--- src/rtl/edge_det_pkg.sv ---
// edge_det_pkg: shared mode encoding and edge-match helper for the edge event detector
package edge_det_pkg;

   typedef logic [1:0] mode_t;

   localparam mode_t MODE_RISE = 2'b00;
   localparam mode_t MODE_FALL = 2'b01;
   localparam mode_t MODE_BOTH = 2'b10;
   localparam mode_t MODE_OFF  = 2'b11;

   // True when a level toggle towards new_level should be reported under mode.
   function automatic logic edge_match(input mode_t mode, input logic new_level);
      return (mode == MODE_BOTH) ||
             (mode == MODE_RISE && new_level) ||
             (mode == MODE_FALL && !new_level);
   endfunction

endpackage

--- src/rtl/edge_det_channel.sv ---
// edge_det_channel: synchroniser, debounce, edge detect and sticky flag for one input
module edge_det_channel
   import edge_det_pkg::*;
#(
   parameter int SYNC_STAGES     = 2,
   parameter int DEBOUNCE_CYCLES = 4,
   parameter int CNT_W           = (DEBOUNCE_CYCLES < 1) ? 1 : $clog2(DEBOUNCE_CYCLES + 1)
) (
   input  logic  clk,
   input  logic  rst,
   input  logic  i_signal,
   input  mode_t i_mode,
   input  logic  i_clear,
   output logic  o_pulse,
   output logic  o_level,
   output logic  o_event
);

   localparam int               LIMIT   = (DEBOUNCE_CYCLES < 1) ? 1 : DEBOUNCE_CYCLES;
   localparam logic [CNT_W-1:0] CNT_MAX = CNT_W'(LIMIT - 1);

   logic [SYNC_STAGES-1:0] sync_q;
   logic [CNT_W-1:0]       cnt;
   logic                   sync;
   logic                   differ;
   logic                   flip;
   logic                   hit;

   assign sync = sync_q[SYNC_STAGES-1];

   // A toggle is due once sync has differed from the clean level for LIMIT cycles.
   always_comb begin
      differ = sync != o_level;
      flip   = differ && (cnt == CNT_MAX);
      hit    = flip && edge_match(i_mode, sync);
   end

   // Synchroniser chain, stability counter, clean level, pulse and set-wins sticky flag.
   always_ff @(posedge clk or negedge rst) begin
      if (!rst) begin
         sync_q  <= '0;
         cnt     <= '0;
         o_level <= 1'b0;
         o_pulse <= 1'b0;
         o_event <= 1'b0;
      end else begin
         sync_q  <= {sync_q[SYNC_STAGES-2:0], i_signal};
         cnt     <= (!differ || flip) ? '0 : cnt + CNT_W'(1);
         o_level <= flip ? sync : o_level;
         o_pulse <= hit;
         o_event <= hit | (o_event & ~i_clear);
      end
   end

endmodule

--- src/rtl/edge_event_detector.sv ---
// edge_event_detector: multi-channel debounced edge detector with sticky event flags
module edge_event_detector
   import edge_det_pkg::*;
#(
   parameter int WIDTH           = 4,
   parameter int SYNC_STAGES     = 2,
   parameter int DEBOUNCE_CYCLES = 4
) (
   input  logic               clk,
   input  logic               rst,
   input  logic [WIDTH-1:0]   i_signal,
   input  logic [2*WIDTH-1:0] i_mode,
   input  logic [WIDTH-1:0]   i_clear,
   output logic [WIDTH-1:0]   o_pulse,
   output logic [WIDTH-1:0]   o_level,
   output logic [WIDTH-1:0]   o_event,
   output logic               o_any
);

   localparam int CNT_W = (DEBOUNCE_CYCLES < 1) ? 1 : $clog2(DEBOUNCE_CYCLES + 1);

   for (genvar n = 0; n < WIDTH; n++) begin : g_ch
      edge_det_channel #(
         .SYNC_STAGES    (SYNC_STAGES),
         .DEBOUNCE_CYCLES(DEBOUNCE_CYCLES),
         .CNT_W          (CNT_W)
      ) u_ch (
         .clk     (clk),
         .rst     (rst),
         .i_signal(i_signal[n]),
         .i_mode  (i_mode[2*n +: 2]),
         .i_clear (i_clear[n]),
         .o_pulse (o_pulse[n]),
         .o_level (o_level[n]),
         .o_event (o_event[n])
      );
   end

   assign o_any = |o_event;

endmodule

--- config.mk ---
export PLATFORM = sky130hd
export DESIGN_NAME = edge_event_detector
export DESIGN_NICKNAME = d
export VERILOG_FILES = /design/src/rtl/edge_det_pkg.sv /design/src/rtl/edge_det_channel.sv /design/src/rtl/edge_event_detector.sv
export SDC_FILE = /design/constraint.sdc
export NUM_CORES = 1
export LEC_CHECK = 0
export BUFFER_PORTS_ARGS = -buffer_cell sky130_fd_sc_hd__buf_2
export CAP_MARGIN = 15
export CORE_MARGIN = 4
export CORE_UTILIZATION = 46
export CTS_CLUSTER_SIZE = 14
export DETAILED_ROUTE_END_ITERATION = 8
export PLACE_DENSITY = 0.7
export SETUP_SLACK_MARGIN = 0.05
export SYNTH_ARGS = -nofsm -noshare
export SYNTH_HDL_FRONTEND = slang
export SYNTH_SLANG_ARGS = --single-unit
--- constraint.sdc ---
create_clock -name clk -period 1.05 [get_ports clk]
set_input_delay 0.1575 -clock clk [delete_from_list [all_inputs] [get_ports clk]]
set_output_delay 0.1575 -clock clk [all_outputs]
set_load 0.005 [all_outputs]
==> results of run 1 <==
==> worst register-to-register path: cells and delay by family (launching register included) <==
kind	cells	cell delay (ns)
fa+ha+maj	2	0.34
flops	1	0.42
mux	1	0.34
==> synthesized netlist by cell type <==
| library cell | n |
|---|---|
| inv_1 | 4 |
| o211ai_1 | 4 |
| nor3_1 | 8 |
| o21ai_0 | 4 |
| nand2b_1 | 3 |
| dfrtp_1 | 32 |
| ha_1 | 8 |
| or2b_1 | 1 |
| xnor2_1 | 8 |
| nand4bb_1 | 4 |
| nand3b_1 | 4 |
| buf_4 | 12 |
| mux2_2 | 4 |
| nor3b_1 | 4 |
| or4_1 | 1 |
==> timing repair <==
item	4_1_cts	5_1_grt
endpoints found under the setup margin	33	37
hold buffers	5	0
endpoints found under the hold margin	36	0
setup buffers	12	11
pin swaps	7	12
resized for setup	22	18
==> through the flow <==
step           cell area, um^2  setup slack, ns  std cells
3_3_place_gp              1550          -0.0963        155
6_report                  2040           -0.476        188
5_1_grt                   2040           -0.540        188
3_5_place_dp              1550           -0.119        155
2_1_floorplan             1410          -0.0438        101
4_1_cts                   1880           -0.480        179
==> flip-flops by register name, summed over array words and instances, names as in the netlist <==
| register | flops |
|---|---|
| g_ch.u_ch.o_pulse | 4 |
| g_ch.u_ch.sync_q | 8 |
| g_ch.u_ch.o_level | 4 |
| g_ch.u_ch.o_event | 4 |
| g_ch.u_ch.cnt | 12 |
==> power by group through the flow <==
| stage | Combinational (mW) | Clock (mW) | Sequential, mW |
|---|---|---|---|
| CTS | 1.53 | 0.943 | 1.68 |
| global placement | 0.933 | 0 | 1.71 |
| global route | 2.14 | 1.01 | 1.76 |
| finish | 1.97 | 0.931 | 1.71 |
| floorplan | 0.804 | 0 | 1.69 |
| detailed placement | 1.00 | 0 | 1.74 |
==> cells by family after synthesis <==
kind of cell             count (synthesis)  share of synthesized area, %
multiplexers                             4                          3.34
adder cells (fa/ha/maj)                  8                          7.41
buffers and inverters                   16                          7.78
flip-flops                              32                          59.3
XOR/XNOR                                 8                          5.19
AO/OA/AOI/OAI                            8                          3.71
AND/OR/NAND/NOR                         25                          13.3
==> per-layer routing <==
layer	vias up	track usage (%)	wire, um	share of wire (%)
met5	-	0	0	0
met4	0	5.69	29	1.0
met3	4	6.85	183	6.5
met2	33	26.3	1560	55
met1	460	16.4	1050	37
li1	452	-	-	-
==> cell type report <==
cell class	instances	area share, %
repair buffers	60	22.1
flip-flops and latches	32	39.3
clock buffers	5	1.84
clock inverters	3	2.08
well taps	31	1.90
multi-input cells	53	32.1
inverters	4	0.736
==> how the worst max path moves through the flow <==
stage                         start                    to  slack, ns  cells after the start
4_1_cts        g_ch[1].u_ch.o_event                 o_any      -0.48                      2
5_1_grt        g_ch[0].u_ch.o_event                 o_any      -0.54                      2
6_report       g_ch[3].u_ch.o_event                 o_any      -0.48                      2
2_1_floorplan   g_ch[2].u_ch.cnt[0]  g_ch[2].u_ch.o_level      -0.04                      3
3_3_place_gp   g_ch[1].u_ch.o_event                 o_any       -0.1                      2
3_5_place_dp   g_ch[1].u_ch.o_event                 o_any      -0.12                      2
==> flow_summary_export.csv, run 1 <==
group,metric,value,unit
die,floorplan.initialDensity,48.5,%
critical_path,regToRegSetupSlack,-0.17,ns
cts,worst_skew_pair.late_latency,0.34,ns
sta,whs,0.0802,ns
cts,max-clock-path-buffers,2,
cts,cts_tree,"built",
critical_path,wp_data_arrival,1.37,ns
route,detailed_router_s_first_iteration_violation_count,27,
grt,grt_overflow_total,0,
route,detail_route.first_pass.iterations,4,
min_path,holdCritStartpoint,"i_clear[3]",
grt,grt_start_max_net_pins,33,
route,routed_wire_length_per_instance,15.0,um
sta,postLayoutSetupSlackWorst,-0.476,ns
layout,n_fill_cell,191,
layout,diodes,0,
power_and_ir_drop,powerDensity,2260,nW/um^2
power_and_ir_drop,intPower,3.20,mW
run_status,outcome,"finished with violations",
layout,most-common-layout-cells,"dfrtp_1, buf_2, buf_4",
synth,synth-warning-count,0,
power_and_ir_drop,worst_ir_drop_vdd,0.00192,V
sta,slew_headroom,74.1,%
cts,clk_pin_slew_worst_paths,0.10,ns
sta,final_report_hold_violation_count,0,
grt,initial_antenna_violation_count,0,
sta,final.min_clock_period,1.53,ns
power_and_ir_drop,p_total,4.62,mW
critical_path,timing.critical_path.max_delay_family,"simple AND/OR/NAND/NOR gates",
synth,ys_top_cells_by_area,"dfrtp_1, ha_1, buf_4",
power_and_ir_drop,power_leakage,0.942,nW
die,std_cell_rows,19,
critical_path,r2r.worst_path.cells,3,
critical_path,critical_path.n_buffers_inverters,1,
critical_path,critPathRequiredTime,0.89,ns
synth,synth_area,1350,um^2
cts,cts.root.buffer_cell,"clkbuf_4",
power_and_ir_drop,clock_power_share,20.2,%
cts,htree_num_levels,2,
layout,proportion_of_layout_cells_with_a_drive_suffix_above_1,58.6,%
run_status,failing_checks,"negative setup slack",
synth,ys_ff_latch,32,
min_path,hold_end,"g_ch[3].u_ch.o_event",
critical_path,worstPathCellList,"or4_1 > buf_2",
power_and_ir_drop,p_switching,1.42,mW
die,die_height,62.2,um
layout,ff_latch_area,802,um^2
layout,multiInputGateArea,654,um^2
sta,final-max-slew-violation-count,0,
layout,flow.area_growth_from_synthesis,51.2,%
route,detail_route.vias_per_cell,5.05,
critical_path,path_class,"flop to primary output",
cts,clkSinkCount,32,
sta,setup_repair_after_global_routing_missed_its_margin,"yes",
synth,postSynthNetCount,127,
power_and_ir_drop,share_of_power_burned_in_combinational_logic,42.7,%
die,core-area,2780,um^2
die,top_level_ports,31,
sta,final.setup.tns,-2.57,ns
min_path,worstHoldPathType,"input pin to flop",
critical_path,worst_setup_path_end_kind,"primary output",
grt,grt_use_total,15.3,%
layout,nNetsFinal,182,
route,detail_route.wirelength,2820,um
placed_design,port-buffer-count,30,
flow_run,cap_violations,0,
route,remaining_drc_errors,0,
synth,synthesis.area_per_instance,13.4,um^2
route,final_antenna_net_count,0,
layout,util_after_layout,73.4,%
synth,yosysTopAreaCellShare,59.3,%
critical_path,peak_fanout_along_the_critical_path,2,
critical_path,critical_path.startpoint_type,"flop",
synth,ys_seq_area_share,59.3,%
sta,finalClockSkew,0.00953,ns
die,die_area,3870,um^2
sta,timing.final.setup_violations,28,
placed_design,finalWeightedCongestion,0.738,
power_and_ir_drop,p_sw_share,30.7,%
grt,grt_pass1_wl,4640,um
critical_path,cp_slowest_stage_delay,0.47,ns
cts,cts_inserted_buffers,5,
power_and_ir_drop,sequentialPowerShare,37.1,%
critical_path,cp_slowest_cell,"or4_1",
critical_path,r2r-end,"g_ch[1].u_ch.o_level",
layout,final_common_cell,"dfrtp_1",
min_path,min_delay_path_depth,3,
sta,period_share,145,%
sta,achievable-frequency,655,MHz
placed_design,dp_hpwl,1670,um
die,die-width,62.2,um
synth,postSynthCellCount,101,
sta,worst_pin_slew,0.389,ns
route,dr_total_vias,949,
grt,grt_pass1_vias,1032,
critical_path,timing.rr.start,"g_ch[1].u_ch.cnt[0]",
synth,synth.lib_cells_used.distinct,15,
synth,yosys.area.top_type,"dfrtp_1",
No activity file was read; power rests on OpenSTA's default activity.
==> inputs of run 2 (changes only) <==
--- a/config.mk
+++ b/config.mk
@@ -5,14 +5,16 @@
 export SDC_FILE = /design/constraint.sdc
 export NUM_CORES = 1
 export LEC_CHECK = 0
+export ABC_CLOCK_PERIOD_IN_PS = 1050
 export BUFFER_PORTS_ARGS = -buffer_cell sky130_fd_sc_hd__buf_2
 export CAP_MARGIN = 15
 export CORE_MARGIN = 4
 export CORE_UTILIZATION = 46
 export CTS_CLUSTER_SIZE = 14
 export DETAILED_ROUTE_END_ITERATION = 8
+export GPL_TIMING_DRIVEN = 0
 export PLACE_DENSITY = 0.7
-export SETUP_SLACK_MARGIN = 0.05
+export SETUP_SLACK_MARGIN = 0.02
 export SYNTH_ARGS = -nofsm -noshare
 export SYNTH_HDL_FRONTEND = slang
 export SYNTH_SLANG_ARGS = --single-unit
==> flow_summary_export.csv, run 2 (synthesis gave the netlist of run 1 again) <==
group,metric,value,unit
run_status,outcome,"finished with violations",
run_status,failing_checks,"negative setup slack",
sta,final-max-slew-violation-count,0,
critical_path,timing.critical_path.max_delay_family,"simple AND/OR/NAND/NOR gates",
grt,grt_use_total,15.2,%
cts,clk_pin_slew_worst_paths,0.09,ns
route,detail_route.vias_per_cell,5.02,
grt,grt_pass1_vias,995,
critical_path,critical_path.n_buffers_inverters,1,
critical_path,peak_fanout_along_the_critical_path,2,
layout,proportion_of_layout_cells_with_a_drive_suffix_above_1,57.1,%
grt,initial_antenna_violation_count,0,
placed_design,dp_hpwl,1680,um
sta,period_share,147,%
power_and_ir_drop,worst_ir_drop_vdd,0.00176,V
critical_path,path_class,"flop to primary output",
die,floorplan.initialDensity,48.5,%
grt,grt_start_max_net_pins,33,
route,detail_route.wirelength,2670,um
critical_path,worstPathCellList,"or4_1 > buf_2",
sta,timing.final.setup_violations,28,
sta,finalClockSkew,0.00432,ns
placed_design,finalWeightedCongestion,0.687,
critical_path,critical_path.startpoint_type,"flop",
sta,final_report_hold_violation_count,0,
die,core-area,2780,um^2
layout,largest_reg_flops,12,
route,detailed_router_s_first_iteration_violation_count,5,
cts,cts.root.buffer_cell,"clkbuf_4",
cts,htree_num_levels,2,
sta,worst_pin_slew,0.438,ns
die,std_cell_rows,19,
cts,max-clock-path-buffers,2,
grt,grt_overflow_total,0,
layout,largest-register,"g_ch.u_ch.cnt",
sta,setup_repair_after_global_routing_missed_its_margin,"yes",
route,remaining_drc_errors,0,
layout,nNetsFinal,181,
sta,postLayoutSetupSlackWorst,-0.492,ns
critical_path,wp_data_arrival,1.38,ns
sta,final.setup.tns,-2.54,ns
layout,diodes,0,
critical_path,worst_setup_path_end_kind,"primary output",
layout,most-common-layout-cells,"dfrtp_1, buf_6, buf_2",
layout,reg_top3,"g_ch.u_ch.cnt x12, g_ch.u_ch.sync_q x8",
die,die-width,62.2,um
critical_path,cp_slowest_cell,"or4_1",
sta,final.min_clock_period,1.54,ns
placed_design,port-buffer-count,30,
die,die_height,62.2,um
cts,cts_tree,"built",
route,detail_route.first_pass.iterations,4,
die,die_area,3870,um^2
layout,util_after_layout,74.1,%
critical_path,critPathRequiredTime,0.89,ns
cts,worst_skew_pair.late_latency,0.33,ns
sta,achievable-frequency,649,MHz
sta,whs,0.109,ns
power_and_ir_drop,powerDensity,2180,nW/um^2
grt,grt_pass1_wl,4550,um
flow_run,cap_violations,0,
die,top_level_ports,31,
sta,slew_headroom,70.8,%
min_path,worstHoldPathType,"input pin to flop",
cts,cts_inserted_buffers,5,
power_and_ir_drop,power_leakage,0.940,nW
cts,clkSinkCount,32,
placed_design,preCtsSetupSlack,-0.150,ns
critical_path,cp_slowest_stage_delay,0.52,ns
layout,flow.area_growth_from_synthesis,52.6,%
route,final_antenna_net_count,0,
route,routed_wire_length_per_instance,14.3,um
layout,final_common_cell,"dfrtp_1",
route,dr_total_vias,939,
run 2: cell count changes in the layout (fill, tap and decap cells not counted), sizes merged:
cell      change
clkinvlp      -1
clkbuf        +4
buf           -2
clkinv        -1
bufinv        -1
run 2: worst reg2reg max path, cell delays in order (launching register included):
cell and delay [ns]:
dfrtp_1 0.38, ha_2 0.20, ha_4 0.17, mux2_2 0.34
run 2: area by class of cell:
type | count | area, um^2
Buffer | 6 | 63.8
Clock buffer | 8 | 58.8
Fill cell | 188 | 721
Inverter | 4 | 15.0
Multi-Input combinational cell | 53 | 649
Sequential cell | 32 | 801
Tap cell | 31 | 38.8
Timing Repair Buffer | 53 | 434
run 2: path summary, 6_finish.rpt:
check	startpoint	end	slack [ns]	cells after the start
max	g_ch[1].u_ch.o_event	o_any	-0.49	2
min	i_clear[3]	g_ch[3].u_ch.o_event	0.11	3
max reg2reg	g_ch[2].u_ch.cnt[0]	g_ch[2].u_ch.o_level	-0.14	3
min reg2reg	g_ch[3].u_ch.sync_q[0]	g_ch[3].u_ch.sync_q[1]	0.35	0
max in group asynchronous	rst	g_ch[1].u_ch.cnt[2]	0.41	2
min in group asynchronous	rst	g_ch[3].u_ch.sync_q[1]	0.33	2
run 2: metrics by stage:
step           cell area, um^2  instances  total power, mW
3_5_place_dp              1600        162             2.85
4_1_cts                   1860        177             4.06
3_3_place_gp              1600        162             2.75
2_1_floorplan             1410        101             2.50
6_report                  2060        187             4.50
5_1_grt                   2060        187             4.81
run 2: power by group:
group,switching [mW],total [mW],internal [mW],leakage (nW)
Combinational,0.799,2.08,1.29,0.496
Sequential,0.170,1.69,1.52,0.411
Clock,0.393,0.723,0.330,0.0326
run 2: routing by layer:
metal / track usage (%) / vias up / wire (um)
li1: - / 453 / -
met1: 15.9 / 454 / 980
met2: 25.8 / 25 / 1470
met3: 7.39 / 7 / 168
met4: 6.50 / 0 / 48
met5: 0 / - / 0
run 2: timing repair:
action / in CTS / in global routing
hold endpoints to repair: 36 / 0
setup buffers: 8 / 12
cloned: 0 / 0
gates resized for setup: 28 / 21
hold buffers: 5 / 0
pin swaps: 4 / 8
endpoints found under the setup margin: 36 / 59
==> inputs of run 3 (changes only) <==
--- a/config.mk
+++ b/config.mk
@@ -13,8 +13,11 @@
 export CTS_CLUSTER_SIZE = 14
 export DETAILED_ROUTE_END_ITERATION = 8
 export GPL_TIMING_DRIVEN = 0
-export PLACE_DENSITY = 0.7
+export HOLD_SLACK_MARGIN = 0.02
+export PLACE_DENSITY = 0.71
+export REMOVE_ABC_BUFFERS = 1
 export SETUP_SLACK_MARGIN = 0.02
 export SYNTH_ARGS = -nofsm -noshare
 export SYNTH_HDL_FRONTEND = slang
+export SYNTH_HIERARCHICAL = 1
 export SYNTH_SLANG_ARGS = --single-unit
==> flow_summary_export.csv, run 3 <==
group,metric,value,unit
route,detail_route.first_pass.iterations,4,
die,die_height,60.7,um
synth,proportion_of_register_bits_with_asynchronous_set_or_reset_after_synthesis,100,%
grt,use_met2,27.0,%
power_and_ir_drop,worst_ir_drop_vdd,0.00155,V
power_and_ir_drop,power_leakage,0.907,nW
synth,ys_top_cells_by_area,"dfrtp_1, ha_1, xnor2_1",
sta,setup_repair_after_global_routing_missed_its_margin,"yes",
cts,worst_skew_pair.late_latency,0.32,ns
sta,final-max-slew-violation-count,0,
grt,grt_use_met1,17.8,%
synth,synth.cells.most_frequent,"dfrtp_1, ha_1, nor3_1, xnor2_1",
power_and_ir_drop,p_total,4.32,mW
synth,ys_seq_area_share,62.6,%
route,routed_wire_length_per_instance,14.9,um
grt,grt_pass1_vias,951,
die,core-area,2570,um^2
grt,grt_start_max_net_pins,33,
route,final_antenna_net_count,0,
critical_path,critical_path.startpoint_type,"flop",
grt,grtUsageMet3,5.74,%
grt,initial_antenna_violation_count,0,
layout,largest-register,"g_ch.u_ch/cnt",
critical_path,critPathRequiredTime,0.89,ns
route,detail_route.vias_per_cell,5.08,
route,remaining_drc_errors,0,
sta,slew_headroom,53.0,%
synth,ys_ff_latch,32,
cts,cts_tree,"built",
synth,synth_mux_area_share,3.52,%
layout,largest_reg_flops,12,
sta,worst_pin_slew,0.705,ns
grt,grt_pass1_wl,4090,um
layout,proportion_of_layout_cells_with_a_drive_suffix_above_1,55.3,%
layout,reg_top3,"g_ch.u_ch/cnt x12, g_ch.u_ch/sync_q x8",
die,die_area,3690,um^2
cts,clkSinkCount,32,
cts,htree_num_levels,2,
synth,synth.lib_cells_used.distinct,13,
placed_design,dp_hpwl,1430,um
sta,period_share,143,%
power_and_ir_drop,powerDensity,2230,nW/um^2
synth,synthesis.area_per_instance,14.4,um^2
route,detail_route.wirelength,2700,um
run_status,outcome,"finished with violations",
critical_path,path_class,"flop to primary output",
flow_run,cap_violations,0,
min_path,worstHoldPathType,"input pin to flop",
synth,yosys.area.top_type,"dfrtp_1",
synth,synth_area,1280,um^2
synth,synth-warning-count,6,
layout,nNetsFinal,178,
layout,non_filler_cell_area_final,1940,um^2
synth,synth_top_family_by_area,"simple AND/OR/NAND/NOR gates",
die,die-width,60.7,um
run_status,failing_checks,"negative setup slack",
grt,grt_overflow_total,0,
grt,grt_most_used_layer,"met2",
placed_design,finalWeightedCongestion,0.678,
synth,synthSimpleGateAreaFrac,15.5,%
layout,final_common_cell,"dfrtp_1",
route,detailed_router_s_first_iteration_violation_count,24,
layout,n_fill_cell,160,
cts,clk_pin_slew_worst_paths,0.09,ns
cts,cts_inserted_buffers,5,
placed_design,placement.cell_area,1470,um^2
sta,final_report_hold_violation_count,0,
sta,final.min_clock_period,1.50,ns
cts,max-clock-path-buffers,2,
synth,synth-edff-count,0,
cts,cts.root.buffer_cell,"clkbuf_4",
grt,grt_use_total,15.8,%
sta,achievable-frequency,667,MHz
die,top_level_ports,31,
sta,finalClockSkew,0.00814,ns
synth,synth-compound-area-share,3.91,%
layout,flow.area_growth_from_synthesis,51.8,%
placed_design,port-buffer-count,30,
synth,synthAdderAreaFrac,7.83,%
critical_path,peak_fanout_along_the_critical_path,2,
synth,synth_flop_cell,"dfrtp_1",
synth,synth_xor_area_share,5.48,%
sta,final.setup.tns,-2.30,ns
synth,postSynthCellCount,89,
synth,post-synth-top-count-cell,"dfrtp_1",
die,std_cell_rows,18,
route,dr_total_vias,925,
sta,postLayoutSetupSlackWorst,-0.449,ns
die,floorplan.initialDensity,49.8,%
synth,yosysTopAreaCellShare,62.6,%
critical_path,worst_setup_path_end_kind,"primary output",
sta,timing.final.setup_violations,28,
critical_path,wp_data_arrival,1.34,ns
layout,diodes,0,
layout,most-common-layout-cells,"dfrtp_1, buf_2, buf_4",
-- run 3: critical path, cell delays in order, from the launching register on --
cell	delay, ns
dfrtp_1	0.38
or4_1	0.50
buf_2	0.14
-- run 3: per-stage QoR --
step                      hold slack [ns]  utilization [%]  cells  worst slack (ns)
after global routing                0.143             75.6    182            -0.482
final                               0.114             75.6    182            -0.449
after global placement              0.234             57.1    149            -0.175
after CTS                           0.106             70.5    176            -0.457
after detailed placement            0.240             57.1    149            -0.204
after floorplan                    -0.138                -     89            -0.133
-- run 3: final cells by class --
type / count / area (um^2) / share of cell area [%]
clock buffer: 7 / 65.1 / 3.35
inverter: 4 / 15.0 / 0.774
multi-input combinational: 53 / 624 / 32.2
tap: 30 / 37.5 / 1.93
sequential: 32 / 801 / 41.3
timing repair buffer: 56 / 398 / 20.5
-- run 3: report_power, final --
group	total, mW	switching (mW)	internal [mW]	leakage [nW]
Sequential	1.72	0.198	1.52	0.411
Clock	0.769	0.389	0.379	0.0374
Combinational	1.84	0.737	1.10	0.459
-- run 3: cell families (layout without fill, tap and decap cells) --
group                    Yosys count  after routing
flip-flops                        32             32
adder cells (fa/ha/maj)            8              8
AND/OR/NAND/NOR                   25             25
AO/OA/AOI/OAI                      8              8
buffers and inverters              4             67
multiplexers                       4              4
XOR/XNOR                           8              8
-- run 3: path summary, 6_finish.rpt --
check	startpoint	to	slack, ns	cells past startpoint
worst max-delay path	g_ch[1].u_ch/o_event	o_any	-0.45	2
worst min-delay path	i_clear[0]	g_ch[0].u_ch/o_event	0.11	3
worst max register to register	g_ch[2].u_ch/cnt[0]	g_ch[2].u_ch/o_level	-0.16	3
worst min register to register	g_ch[3].u_ch/sync_q[0]	g_ch[3].u_ch/sync_q[1]	0.36	0
max in group asynchronous	rst	g_ch[2].u_ch/cnt[0]	0.18	2
min in group asynchronous	rst	g_ch[1].u_ch/cnt[1]	0.41	2
-- run 3: repair_timing --
action | 4_1_cts | 5_1_grt
setup endpoints to repair | 31 | 33
endpoints found under the hold margin | 36 | 0
hold buffers | 5 | 0
pin swaps | 17 | 9
buffers inserted | 15 | 6
resized for setup | 29 | 15
-- run 3: routing by layer --
metal	vias up	share of wire [%]	wire, um
met5	-	0	0
met4	0	1.7	46
met3	7	6.9	187
met2	26	51	1390
met1	450	40	1080
li1	442	-	-
